--- config.mk ---
export PLATFORM = sky130hd
export DESIGN_NAME = regfile_write_arbiter_flat
export DESIGN_NICKNAME = d
export VERILOG_FILES = /design/src/rtl/regfile_pkg.sv /design/src/rtl/regfile_write_arbiter_if.sv /design/src/rtl/regfile_write_arbiter_fifo.sv /design/src/rtl/regfile_write_arbiter.sv /design/src/flat_wrapper.sv
export SDC_FILE = /design/constraint.sdc
export NUM_CORES = 1
export LEC_CHECK = 0
export ABC_CLOCK_PERIOD_IN_PS = 5000
export CAP_MARGIN = 20
export CORE_MARGIN = 2
export CORE_UTILIZATION = 53
export DETAILED_ROUTE_END_ITERATION = 12
export GPL_TIMING_DRIVEN = 0
export HOLD_SLACK_MARGIN = 0.05
export PLACE_DENSITY = 0.86
export SETUP_SLACK_MARGIN = 0.3
export SLEW_MARGIN = 10
export SYNTH_ARGS = -nofsm -noshare
export SYNTH_HDL_FRONTEND = slang
export SYNTH_SLANG_ARGS = --single-unit
--- constraint.sdc ---
create_clock -name clk -period 5 [get_ports clk]
set_clock_uncertainty 0.2 [all_clocks]
set_input_delay 0.75 -clock clk [delete_from_list [all_inputs] [get_ports clk]]
set_output_delay 0.75 -clock clk [all_outputs]
set_load 0.01 [all_outputs]
--- src/rtl/regfile_pkg.sv ---
// Purpose: shared widths, write-request struct and grant encoding for the register-file write arbiter.
// Latency: n/a (types and constants only).
// Backpressure: n/a.
package regfile_pkg;

  localparam int DATA_W   = 32;
  localparam int ADDR_W   = 5;
  localparam int NUM_REGS = 1 << ADDR_W;

  // One buffered md result: destination register and value.
  typedef struct packed {
    logic [ADDR_W-1:0] addr;
    logic [DATA_W-1:0] data;
  } wr_req_t;

  // Owner of the register-file write port in the current cycle.
  typedef enum logic [1:0] {
    IDLE     = 2'd0,
    GRANT_WB = 2'd1,
    GRANT_MD = 2'd2
  } grant_e;

endpackage

--- src/rtl/regfile_write_arbiter_if.sv ---
// Purpose: bundles the WB, md, decode and register-file write signals of the arbiter.
// Latency: n/a (wires only).
// Backpressure: wb_stall holds the WB stage, md_ready holds the md source.
// Ports: master = pipeline side (drives requests, sees stalls/writes),
//        slave  = arbiter side.
interface regfile_write_arbiter_if #(
  parameter int ADDR_W = regfile_pkg::ADDR_W,
  parameter int DATA_W = regfile_pkg::DATA_W
);

  logic              wb_we;
  logic [ADDR_W-1:0] wb_addr;
  logic [DATA_W-1:0] wb_data;
  logic              wb_stall;

  logic              md_issue;
  logic [ADDR_W-1:0] md_issue_addr;
  logic              md_valid;
  logic              md_ready;
  logic [ADDR_W-1:0] md_addr;
  logic [DATA_W-1:0] md_data;

  logic [ADDR_W-1:0] rs_addr;
  logic [ADDR_W-1:0] rt_addr;
  logic              hazard_stall;

  logic              RegWrite;
  logic [ADDR_W-1:0] WriteAddress;
  logic [DATA_W-1:0] WriteData;

  modport master (
    output wb_we, wb_addr, wb_data,
    output md_issue, md_issue_addr, md_valid, md_addr, md_data,
    output rs_addr, rt_addr,
    input  wb_stall, md_ready, hazard_stall,
    input  RegWrite, WriteAddress, WriteData
  );

  modport slave (
    input  wb_we, wb_addr, wb_data,
    input  md_issue, md_issue_addr, md_valid, md_addr, md_data,
    input  rs_addr, rt_addr,
    output wb_stall, md_ready, hazard_stall,
    output RegWrite, WriteAddress, WriteData
  );

endinterface

--- src/rtl/regfile_write_arbiter_fifo.sv ---
// Purpose: small synchronous FIFO holding md results awaiting a free write-port cycle.
// Latency: an entry is visible at head the cycle after its push (no write-through).
// Backpressure: push ignored when full, pop ignored when empty; caller gates with full/empty.
// Ports: clk/rst, push + pushData, pop, full, empty, head (oldest entry).
module wr_fifo
  import regfile_pkg::*;
#(
  parameter int DEPTH = 2
) (
  input  logic    clk,
  input  logic    rst,
  input  logic    push,
  input  wr_req_t pushData,
  input  logic    pop,
  output logic    full,
  output logic    empty,
  output wr_req_t head
);

  localparam int PW = $clog2(DEPTH);

  // One extra MSB on each pointer distinguishes full from empty when the
  // index bits are equal.
  logic [PW:0] wrPtr;
  logic [PW:0] rdPtr;
  wr_req_t     mem [DEPTH];

  assign empty = (wrPtr == rdPtr);
  assign full  = (wrPtr[PW-1:0] == rdPtr[PW-1:0]) && (wrPtr[PW] != rdPtr[PW]);
  assign head  = mem[rdPtr[PW-1:0]];

  always_ff @(posedge clk) begin
    if (rst) begin
      wrPtr <= '0;
      rdPtr <= '0;
    end else begin
      if (push && !full) begin
        wrPtr <= wrPtr + 1'b1;
      end
      if (pop && !empty) begin
        rdPtr <= rdPtr + 1'b1;
      end
    end
  end

  // Storage needs no reset: only pointer-validated entries are ever read.
  always_ff @(posedge clk) begin
    if (push && !full) begin
      mem[wrPtr[PW-1:0]] <= pushData;
    end
  end

endmodule

--- src/rtl/regfile_write_arbiter.sv ---
// Purpose: shares the register-file write port between WB and buffered md results, tracks md-pending registers.
// Latency: WB 0 cycles (same-cycle write); md >= 1 cycle from accept to RegWrite, <= STARVE_MAX+1 per entry under WB load.
// Backpressure: md_ready = FIFO not full (registered occupancy); wb_stall asserted only on a forced drain.
// Ports: clk, rst (sync, active-high), bus (slave modport): wb_* request/stall,
//        md_issue*, md_valid/ready/addr/data, rs/rt_addr -> hazard_stall,
//        RegWrite/WriteAddress/WriteData to register_file.
module regfile_write_arbiter
  import regfile_pkg::*;
#(
  parameter int DEPTH      = 2,
  parameter int STARVE_MAX = 4
) (
  input logic                    clk,
  input logic                    rst,
  regfile_write_arbiter_if.slave bus
);

  localparam int             CW        = $clog2(STARVE_MAX + 1);
  localparam logic [CW-1:0]  STARVE_LIM = CW'(STARVE_MAX);

  grant_e              grant;
  logic                fifoFull;
  logic                fifoEmpty;
  wr_req_t             fifoHead;
  wr_req_t             pushData;
  logic                push;
  logic                pop;
  logic                mdReady;
  logic                forceDrain;
  logic [CW-1:0]       starveCnt;
  logic [NUM_REGS-1:0] pending;
  logic [NUM_REGS-1:0] pendingNext;
  logic                rsPending;
  logic                rtPending;

  // md_ready comes from registered occupancy only, so a full FIFO refuses
  // a push even in the cycle it pops.
  assign mdReady  = !rst && !fifoFull;
  assign push     = bus.md_valid && mdReady;
  assign pushData = '{addr: bus.md_addr, data: bus.md_data};

  wr_fifo #(.DEPTH(DEPTH)) u_fifo (
    .clk      (clk),
    .rst      (rst),
    .push     (push),
    .pushData (pushData),
    .pop      (pop),
    .full     (fifoFull),
    .empty    (fifoEmpty),
    .head     (fifoHead)
  );

  // WB has lost nothing but its slot: it re-presents next cycle.
  assign forceDrain = bus.wb_we && !fifoEmpty && (starveCnt == STARVE_LIM);

  always_comb begin
    grant = IDLE;
    if (!rst) begin
      if (bus.wb_we && !forceDrain) begin
        grant = GRANT_WB;
      end else if (!fifoEmpty) begin
        grant = GRANT_MD;
      end
    end
  end

  assign pop = (grant == GRANT_MD);

  always_comb begin
    bus.RegWrite     = (grant != IDLE);
    bus.WriteAddress = bus.wb_addr;
    bus.WriteData    = bus.wb_data;
    if (grant == GRANT_MD) begin
      bus.WriteAddress = fifoHead.addr;
      bus.WriteData    = fifoHead.data;
    end
  end

  assign bus.wb_stall = !rst && forceDrain;
  assign bus.md_ready = mdReady;

  // Counts WB wins while md results wait; any drain or an empty FIFO
  // restarts the fairness window.
  always_ff @(posedge clk) begin
    if (rst) begin
      starveCnt <= '0;
    end else if (pop || fifoEmpty) begin
      starveCnt <= '0;
    end else if ((grant == GRANT_WB) && (starveCnt != STARVE_LIM)) begin
      starveCnt <= starveCnt + 1'b1;
    end
  end

  // Set is applied after clear so a re-issue to the register being drained
  // keeps it pending.
  always_comb begin
    pendingNext = pending;
    if (pop) begin
      pendingNext[fifoHead.addr] = 1'b0;
    end
    if (bus.md_issue && (bus.md_issue_addr != '0)) begin
      pendingNext[bus.md_issue_addr] = 1'b1;
    end
  end

  always_ff @(posedge clk) begin
    if (rst) begin
      pending <= '0;
    end else begin
      pending <= pendingNext;
    end
  end

  // R0 is hard-wired zero in register_file, so it never creates a hazard.
  assign rsPending        = (bus.rs_addr != '0) && pending[bus.rs_addr];
  assign rtPending        = (bus.rt_addr != '0) && pending[bus.rt_addr];
  assign bus.hazard_stall = !rst && (rsPending || rtPending);

endmodule
--- src/flat_wrapper.sv ---
// flat-port wrapper written by rule: the top's interface ports become plain ports
module regfile_write_arbiter_flat import regfile_pkg::*;
#(
  parameter int DEPTH      = 2,
  parameter int STARVE_MAX = 4
)
  (clk, rst, bus_wb_we, bus_wb_addr, bus_wb_data, bus_md_issue, bus_md_issue_addr, bus_md_valid, bus_md_addr, bus_md_data, bus_rs_addr, bus_rt_addr, bus_wb_stall, bus_md_ready, bus_hazard_stall, bus_RegWrite, bus_WriteAddress, bus_WriteData);
  regfile_write_arbiter_if bus_i ();
  input logic clk;
  input logic rst;
  input wire logic [$bits(bus_i.wb_we)-1:0] bus_wb_we;
  input wire logic [$bits(bus_i.wb_addr)-1:0] bus_wb_addr;
  input wire logic [$bits(bus_i.wb_data)-1:0] bus_wb_data;
  input wire logic [$bits(bus_i.md_issue)-1:0] bus_md_issue;
  input wire logic [$bits(bus_i.md_issue_addr)-1:0] bus_md_issue_addr;
  input wire logic [$bits(bus_i.md_valid)-1:0] bus_md_valid;
  input wire logic [$bits(bus_i.md_addr)-1:0] bus_md_addr;
  input wire logic [$bits(bus_i.md_data)-1:0] bus_md_data;
  input wire logic [$bits(bus_i.rs_addr)-1:0] bus_rs_addr;
  input wire logic [$bits(bus_i.rt_addr)-1:0] bus_rt_addr;
  output wire logic [$bits(bus_i.wb_stall)-1:0] bus_wb_stall;
  output wire logic [$bits(bus_i.md_ready)-1:0] bus_md_ready;
  output wire logic [$bits(bus_i.hazard_stall)-1:0] bus_hazard_stall;
  output wire logic [$bits(bus_i.RegWrite)-1:0] bus_RegWrite;
  output wire logic [$bits(bus_i.WriteAddress)-1:0] bus_WriteAddress;
  output wire logic [$bits(bus_i.WriteData)-1:0] bus_WriteData;
  assign bus_i.wb_we = bus_wb_we;
  assign bus_i.wb_addr = bus_wb_addr;
  assign bus_i.wb_data = bus_wb_data;
  assign bus_i.md_issue = bus_md_issue;
  assign bus_i.md_issue_addr = bus_md_issue_addr;
  assign bus_i.md_valid = bus_md_valid;
  assign bus_i.md_addr = bus_md_addr;
  assign bus_i.md_data = bus_md_data;
  assign bus_i.rs_addr = bus_rs_addr;
  assign bus_i.rt_addr = bus_rt_addr;
  assign bus_wb_stall = bus_i.wb_stall;
  assign bus_md_ready = bus_i.md_ready;
  assign bus_hazard_stall = bus_i.hazard_stall;
  assign bus_RegWrite = bus_i.RegWrite;
  assign bus_WriteAddress = bus_i.WriteAddress;
  assign bus_WriteData = bus_i.WriteData;
  regfile_write_arbiter #(.DEPTH(DEPTH), .STARVE_MAX(STARVE_MAX)) u_core (.clk(clk), .rst(rst), .bus(bus_i));
endmodule
# Word level (Yosys, flattened, before mapping)
# Memories as Yosys holds them, arrays and structs flattened. A register that Yosys moved wholly into a read port is not among the register bits.
# Index checks and enable logic that the tools add are counted.
dict set report classes {
  addsub 3
  magnitude_cmp 6
  n_eq_ne 7
  bitwise 3
  muxes 19
  n_reduce_logical 27
}
# cell n
set ops {}
lappend ops {{32-bit two-way mux} 3}
lappend ops {{32-bit bitwise AND} 1}
lappend ops {{32-bit NOT} 1}
lappend ops {{32-bit OR} 1}
lappend ops {{5-bit by 6-bit < comparator with 1-bit output (second input constant)} 4}
lappend ops {{1-bit logical AND} 16}
lappend ops {{5-bit nonzero test} 3}
lappend ops {{1-bit binary-select mux with 5-bit select} 2}
lappend ops {{1-bit demux with 5-bit select} 2}
lappend ops {{5-bit by 1-bit >= comparator with 1-bit output (second input constant)} 2}
lappend ops {{1-bit two-way mux} 8}
lappend ops {{2-bit two-way mux} 3}
lappend ops {{5-bit two-way mux} 1}
lappend ops {{2-bit by 1-bit adder with 2-bit output (second input constant)} 2}
lappend ops {{1-bit logical NOT} 4}
lappend ops {{3-bit by 1-bit adder with 3-bit output (second input constant)} 1}
lappend ops {{3-bit == test (second input constant)} 1}
lappend ops {{3-bit inequality test (second input constant)} 1}
lappend ops {{2-bit by 1-bit == test with 1-bit output (second input constant)} 1}
lappend ops {{2-bit == test} 1}
lappend ops {{2-bit == test (second input constant)} 1}
lappend ops {{1-bit logical OR} 2}
lappend ops {{2-bit nonzero test} 1}
lappend ops {{2-bit OR reduction} 1}
lappend ops {{2 further kinds} 2}
dict set report word_totals {
  output_inout_bits 41
  mem_count 1
  reg_bits 39
  word_cells 70
  ramBits 74
  inputBits 94
}
# memory words width read_ports rd_clocked_by_memory_dff wr line_no
set memory_table {}
lappend memory_table {u_core.u_fifo.mem 2 37 1 1 1 regfile_write_arbiter_fifo.sv:26} ;# wr_req_t mem [DEPTH];

# Logic depth before layout (Yosys ltp)
# Gate-level depths: netlist of run 1.
dict set report logic_depth {
  ltp_word 12
  ltp_mapped 8
  mapped_depth_nobuf 7
}

# Hierarchy
# From an unflattened synthesis of run 1, not the netlist that was laid out.
dict set report hier_totals {
  hier_cells 426
  hier_area_um2 5439.0
}
# mod n_inst area_each_um2 seq_area_each_um2 cells_each
set modules_own_cells {}
lappend modules_own_cells {wr_fifo 1 2942.8 2322.2 148}
lappend modules_own_cells {regfile_write_arbiter 1 2496.1 700.7 278}

# Worst setup path before layout of run 1
# No wires, ideal clock.
dict set report synth_path {
  path_kind {in2reg}
  start {input port rst}
  end {memory u_core.u_fifo.mem[0][0] (netlist bit), enable pin}
  path_stages 4
  setup_ns 0.431
  t_arrival_ns 2.987
  slack_ns 1.382
  path_buffers 1
  t_required_ns 4.369
  path_cell_list {clkdlybuf4s15_1 > a21oi_1 > nand2_1 > nor2_1}
}
dict set report synth_between {
  elab_chain_len 6
}
# element line_no
set synth_lines {}
lappend synth_lines {{start: declaration} flat_wrapper.sv:10} ;# input logic rst;
lappend synth_lines {{1-bit logical NOT} -}
lappend synth_lines {{1-bit logical AND} regfile_write_arbiter.sv:38} ;# assign mdReady = !rst && !fifoFull;
lappend synth_lines {{via bus_md_ready} flat_wrapper.sv:22} ;# output wire logic [$bits(bus_i.md_ready)-1:0] bus_md_ready;
lappend synth_lines {{1-bit logical AND} regfile_write_arbiter.sv:39} ;# assign push = bus.md_valid && mdReady;
lappend synth_lines {{1-bit logical AND} regfile_write_arbiter_fifo.sv:48} ;# if (push && !full) begin
lappend synth_lines {{1-bit two-way mux} regfile_write_arbiter_fifo.sv:48}
lappend synth_lines {{1-bit two-way mux (not written as such)} regfile_write_arbiter_fifo.sv:49} ;# mem[wrPtr[PW-1:0]] <= pushData;
lappend synth_lines {{end: declaration} regfile_write_arbiter_fifo.sv:26}
# The timed path passes the listed nets, and every way through them passes these cells.

# Final worst setup path of run 1
dict set report layout_path {
  start {input port bus_wb_we}
  end {output port bus_WriteData[0]}
}
dict set report layout_between {
  elab_chain_len 8
}
# element line_no
set layout_lines {}
lappend layout_lines {{start: declaration} flat_wrapper.sv:11} ;# input wire logic [$bits(bus_i.wb_we)-1:0] bus_wb_we;
lappend layout_lines {{1-bit logical AND (2 in a row)} regfile_write_arbiter.sv:54} ;# assign forceDrain = bus.wb_we && !fifoEmpty && (starveCnt == STARVE_LIM);
lappend layout_lines {{1-bit logical NOT} regfile_write_arbiter.sv:59} ;# if (bus.wb_we && !forceDrain) begin
lappend layout_lines {{1-bit logical AND *} regfile_write_arbiter.sv:59}
lappend layout_lines {{2-bit two-way mux *} regfile_write_arbiter.sv:59}
lappend layout_lines {{2-bit two-way mux *} regfile_write_arbiter.sv:58} ;# if (!rst) begin
lappend layout_lines {{2-bit == test *} regfile_write_arbiter.sv:73} ;# if (grant == GRANT_MD) begin
lappend layout_lines {{32-bit two-way mux *} regfile_write_arbiter.sv:73}
lappend layout_lines {{end: declaration} flat_wrapper.sv:26} ;# output wire logic [$bits(bus_i.WriteData)-1:0] bus_WriteData;
# Every way passes the cells marked *; elsewhere a longest branch is shown, timed or not.

==> out/results.txt, run 1 <==
Number of nets in the layout = 711
Post-synth top area cell = edfxtp_1
Post-synth ARST share = 0%
Outcome = finished, final reports clean
Clock Latency Late Sink = 520 ps
Final worst-path cycle share = 87.5%
Critical path class = input pin to primary output
Post-DRT Antenna Nets = 0
DR pass1 iterations = 5
Antenna Diode Count = 0
First-pass GRT wire length = 24600 um
H-Tree Depth = 4
Hold Path Sink = u_core.starveCnt[0]$_SDFFE_PP0P_
Sequential Area = 3020 um2
Synth Flop Type = edfxtp_1
R2r endpoint = u_core.pending[8]$_SDFF_PP0_
CTS Hold Bufs = 0
Pwr Density = 347 nW/um2
Setup total negative slack = 0 ps
Placement Rows = 36
Setup crit end kind = primary output
Fillers = 630
Leakage = 2.53 nW
GRT Max-Usage Layer = met2
Antenna violations before repair = 0
Maximum clock path buffer count = 2
Initial drt markers = 281
Top post-synthesis cells by count = nor2_1, edfxtp_1, mux2i_1, dfxtp_1, a21oi_1
M3 GR Usage = 9.61%
Grt total ovfl = 0
RePlAce Congestion = 0.891
Final-report hold violation count = 0
WP data arrival = 3420 ps
Max cap viols = 0
DR WL/cell = 20.7 um
Hold Path Depth = 1
#FFs+latches synth = 114
Worst R2R Start = u_core.starveCnt[0]$_SDFFE_PP0P_
Worst R2R Path Depth = 8
Total wire length = 15800 um
Half-perimeter wire length after placement = 10700 um
Chip width = 105 um
Startpoint Class = input pin
Average size of a mapped cell = 11.6 um2
Core area = 9820 um2
Synth Warn # = 0
Largest net degree at the start of global routing = 25
Tot GR Track Use = 29.3%
Multi-input logic area = 2170 um2
Full die area = 11000 um2
Final Setup Violations = 0
Root buffer cell = clkbuf_8
Slew HR = 25.6%
Initial Utilization = 54.7%
GR Util met1 = 33.6%
Post-synth EDFFs = 74
Slowest cell on the critical path = a221oi_2
Share of post-route cells with drive strength above 1 = 10.2%
Post-Syn Nets = 561
Worst-path clk slew = 50 ps
DRC violations left = 0
TritonCTS Buffers = 17
Setup Buffers After CTS = 0
DR vias = 4593
TritonCTS clock tree = built
Most frequent CP cell = clkdlybuf4s50_1
Critical path, cell by cell = clkdlybuf4s50_1 -> a221oi_2 -> clkbuf_1 -> nor2_1 -> a21oi_1 -> clkdlybuf4s50_1
RSZ-0062 raised after global routing = false
R2r setup slk = 2330 ps
Die extent in y = 105 um
Vias in the first global route = 4735
Pins Over Slew Limit = 0
# port buffers = 129
# IOs = 135
Cell with the most instances after synthesis = nor2_1
Grt met2 use = 50.2%
Crit-path leading delay family = buffers and inverters
Max Clk Rate = 0.229 GHz
Required @ worst endpoint = 4050 ps
Final min period = 4370 ps
Worst-Margin Slew = 1110 ps
Area share of the largest cell type after synthesis = 41.4%
Crit-path max cell delay = 820 ps
Maximum vdd drop = 285 uV
CP max FO = 10
Hold_ws = 259 ps
Count of cell types in the netlist = 43
Area Overhead vs Synth = 39.3%
Vias per cell = 6.04
Worst Path Buf+Inv = 3
Post-Synthesis Cells = 465
Post-cts sizing count = 0
Clock sink count = 114
Top post-synthesis cells by area = edfxtp_1, dfxtp_1, mux2i_1
Post-Syn Area = 5370 um2
Worst hold-check path type = flip-flop to flip-flop
Fraction of the yosys area taken by sequential cells = 56.3%
Min-delay src = u_core.starveCnt[0]$_SDFFE_PP0P_
-- flip-flops by register name, summed over array words and instances (netlist names), named ones only --
signal / count
u_core.pending: 32
u_core.u_fifo.wrPtr: 2
u_core.u_fifo.mem: 74
u_core.starveCnt: 3
u_core.u_fifo.rdPtr: 2
-- per-layer routing --
| layer | vias up | part of all wire (%) |
|---|---|---|
| met5 | - | 0 |
| met4 | 0 | 2.3 |
| met3 | 36 | 9.5 |
| met2 | 282 | 51 |
| met1 | 2214 | 38 |
| li1 | 2061 | - |
-- how the worst max path moves through the flow --
| stage | startpoint | end | cells past startpoint |
|---|---|---|---|
| after floorplan | rst | u_core.u_fifo.mem[0][0]$_DFFE_PP_ | 4 |
| after global placement | rst | u_core.u_fifo.mem[0][7]$_DFFE_PP_ | 4 |
| after detailed placement | bus_wb_we | bus_WriteData[0] | 6 |
| after CTS | bus_wb_we | bus_WriteData[0] | 6 |
| after global routing | u_core.starveCnt[0]$_SDFFE_PP0P_ | bus_WriteData[0] | 8 |
| final | bus_wb_we | bus_WriteData[0] | 6 |
-- final cells by class --
class                   count  share of cell area (%)
plain buffers              33                    2.16
clock buffers              17                    5.53
inverters                   8                   0.401
clock inverters            15                    2.24
repair buffers            131                    18.0
flip-flops and latches    114                    40.4
multi-input cells         310                    29.1
well taps                 133                    2.22
-- worst register-to-register path: stages, from the launching register on --
cell and delay (ps):
dfxtp_1 320, inv_1 60, ha_1 160, nand2_1 110, a221oi_2 850, buf_2 400, nand4_1 120, a22oi_1 220
nor2_1 90
-- layout by cell type, fill, tap and decap left out, types with 3 or more instances in the layout --
cell type,netlist,layout
clkdlybuf4s50_1,0,129
o22ai_1,3,3
clkinv_1,0,3
mux4_1,4,4
xor2_1,3,3
nor2_1,88,87
edfxtp_1,74,74
clkinvlp_4,0,7
inv_1,8,8
clkbuf_1,15,15
nor3_1,4,4
mux2i_1,41,41
buf_2,11,11
a21oi_1,39,39
a22oi_1,31,31
nand2_1,8,8
xnor2_1,4,4
clkbuf_16,0,16
and2_1,3,3
nand4_1,31,31
buf_1,4,4
dfxtp_1,40,40
nand2b_1,8,8
nor2b_1,4,4
mux4_2,9,9
bufinv_16,0,3
mux2_2,5,5
-- power by group --
part / internal, mW / leakage, nW / switching (mW)
Clock: 0.751 / 0.261 / 0.441
Sequential: 1.04 / 1.00 / 0.0137
Combinational: 0.178 / 1.27 / 0.180
-- cell families after synthesis --
family          synth area share, %
simple gates                   13.6
compound gates                 10.5
xor+xnor                       1.14
mux                            14.4
flops                          56.3
buf+inv                        3.56
fa+ha+maj                     0.466
-- through the flow --
| step | total power, mW | cell area [um2] | utilization, % | worst slack [ps] | std cells |
|---|---|---|---|---|---|
| final | 2.60 | 7480 | 76.2 | 627 | 761 |
| after floorplan | 1.22 | 5370 | - | 1380 | 465 |
| after global routing | 2.66 | 7480 | 76.2 | 377 | 761 |
| after CTS | 2.59 | 7480 | 76.1 | 662 | 761 |
| after detailed placement | 1.42 | 6890 | 70.2 | 718 | 729 |
| after global placement | 1.40 | 6830 | 69.6 | 600 | 727 |
(Power assumes the default switching activity.)
==> inputs of run 2 (changes only) <==
DONT_BUFFER_PORTS = 1   (was default)
PLACE_DENSITY = 0.69   (was 0.86)
==> run 2 against run 1 <==
Wire length shrank 23%. Power fell by 7.7%. Critical path depth is 1 higher. Largest power group unchanged. Sequential power is essentially flat. Combinational power decreased by 41%. Critical endpoint is now bus_WriteData[30]. Via count decreased by 17%. Sequential share of layout area grew 8.6 points. Utilization shrank 13 points.
==> out/results.txt, run 2 (same netlist as run 1, synthesis figures left out) <==
Crit-path max cell delay = 760 ps (-60 ps)
Antenna violations before repair = 0 (unchanged)
Largest net degree at the start of global routing = 34 (+36%)
Max cap viols = 0 (unchanged)
RSZ-0062 raised after global routing = false
Final worst-path cycle share = 75.5% (-12 points)
Worst-path clk slew = 60 ps (about the same)
Number of nets in the layout = 584 (-18%)
First-pass GRT wire length = 19100 um (-23%)
Half-perimeter wire length after placement = 8640 um (-19%)
Core area = 9820 um2 (unchanged)
Setup total negative slack = 0 ps (unchanged)
# port buffers = 0 (-100%)
Worst-Margin Slew = 870 ps (-242 ps)
Tot GR Track Use = 22.5% (-6.7 points)
Total wire length = 12200 um (-23%)
Critical path, cell by cell = inv_1 -> ha_1 -> nand2_1 -> a221oi_2 -> clkbuf_1 -> nor2_1 -> a21oi_1
TritonCTS clock tree = built
Setup Buffers After CTS = 0 (unchanged)
Worst hold-check path type = input pin to flip-flop
Final min period = 3770 ps (-598 ps)
Placement Rows = 36 (unchanged)
WP data arrival = 2820 ps (-600 ps)
Share of post-route cells with drive strength above 1 = 12.4% (+2.2 points)
Largest register FFs = 74 (unchanged)
Grt total ovfl = 0 (unchanged)
Clock sink count = 114 (unchanged)
Initial drt markers = 332 (+18%)
RePlAce Congestion = 0.896 (+0.61%)
Switch Pwr = 0.548 mW (-14%)
Leakage = 2.04 nW (-19%)
Maximum clock path buffer count = 2 (unchanged)
CTS Hold Bufs = 0 (unchanged)
Die extent in y = 105 um (unchanged)
Final Setup Violations = 0 (unchanged)
Required @ worst endpoint = 4050 ps (about the same)
Internal Power = 1.85 mW (-5.8%)
CP max FO = 10 (unchanged)
Clock Latency Late Sink = 510 ps (about the same)
Area Overhead vs Synth = 14.8%
Power Total = 2.40 mW (-7.7%)
H-Tree Depth = 4 (unchanged)
Part of the power in registers = 43.7% (+3.3 points)
DR vias = 3828 (-17%)
Max Clk Rate = 0.265 GHz (+16%)
Power share of the combinational group = 8.8% (-5.0 points)
Maximum vdd drop = 270 uV (-5.3%)
Initial Utilization = 54.7% (unchanged)
DR WL/cell = 19.2 um (-7.3%)
Critical path class = flip-flop to primary output
Post-cts sizing count = 0 (unchanged)
Vias in the first global route = 3807 (-20%)
DRC violations left = 0 (unchanged)
Startpoint Class = flip-flop
Pins Over Slew Limit = 0 (unchanged)
Outcome = finished, final reports clean
Vias per cell = 6.05 (+0.20%)
Most frequent cells in the layout = nor2_1, edfxtp_1, mux2i_1, dfxtp_1, a21oi_1
Root buffer cell = clkbuf_8
Clock share of power = 47.5% (+1.6 points)
# IOs = 135 (unchanged)
Antenna Diode Count = 0 (unchanged)
TritonCTS Buffers = 17 (unchanged)
Setup crit end kind = primary output
Post-DRT Antenna Nets = 0 (unchanged)
DR pass1 iterations = 5 (unchanged)
Final-report hold violation count = 0 (unchanged)
Chip width = 105 um (unchanged)
Net Sw Frac = 22.8% (-1.6 points)
Most common cell after layout, fill and taps aside = nor2_1
Pwr Density = 389 nW/um2 (+12%)
Slew HR = 42.0% (+16 points)
Slowest cell on the critical path = a221oi_2
Fin util = 62.8% (-13 points)
Full die area = 11000 um2 (unchanged)
## run 2: layout make-up
type | count | area (um2)
multi-input combinational | 310 | 2170
buffer | 33 | 161
timing repair buffer | 4 | 57.6
sequential | 114 | 3020
clock buffer | 18 | 418
fill | 797 | 3650
clock inverter | 13 | 144
inverter | 8 | 30.0
tap | 133 | 166
## run 2: power groups by stage
stage | Clock [mW] | Sequential (mW) | Combinational (mW)
2_1_floorplan | 0 | 1.06 | 0.161
3_3_place_gp | 0 | 1.07 | 0.200
3_5_place_dp | 0 | 1.07 | 0.210
4_1_cts | 1.15 | 1.05 | 0.211
5_1_grt | 1.19 | 1.05 | 0.231
6_report | 1.14 | 1.05 | 0.211
## run 2: metal layers
layer  routed length, um  vias up  global-route usage [%]
met2                5670      218                    35.3
li1                    -     1806                       -
met1                4910     1776                    27.5
met3                1280       28                    9.11
met4                 293        0                    10.1
met5                   0        -                       0
## run 2: path summary, 6_finish.rpt
path	startpoint	end	slack (ps)	cells after the start
min reg2reg	u_core.starveCnt[0]$_SDFFE_PP0P_	u_core.starveCnt[0]$_SDFFE_PP0P_	270	1
min	bus_md_data[20]	u_core.u_fifo.mem[1][20]$_DFFE_PP_	130	0
max	u_core.starveCnt[0]$_SDFFE_PP0P_	bus_WriteData[30]	1230	7
max reg2reg	u_core.starveCnt[0]$_SDFFE_PP0P_	u_core.pending[0]$_SDFF_PP0_	2450	6
## run 2: stage by stage
stage / worst slack [ps] / instances / instance area [um2] / hold slack (ps)
3_3_place_gp: 342 / 598 / 5540 / 243
4_1_cts: 1210 / 631 / 6160 / 114
5_1_grt: 1010 / 633 / 6170 / 106
2_1_floorplan: 1380 / 465 / 5370 / 227
3_5_place_dp: 1460 / 600 / 5600 / 260
6_report: 1230 / 633 / 6170 / 132
## run 2: critical path: cells and delay by family, from the launching register on
| kind | cells | cell delay [ps] |
|---|---|---|
| buffers and inverters | 2 | 620 |
| adders and majority gates | 1 | 160 |
| AOI/OAI and AO/OA | 2 | 1010 |
| and+or+nand+nor | 2 | 190 |
| DFF | 1 | 330 |
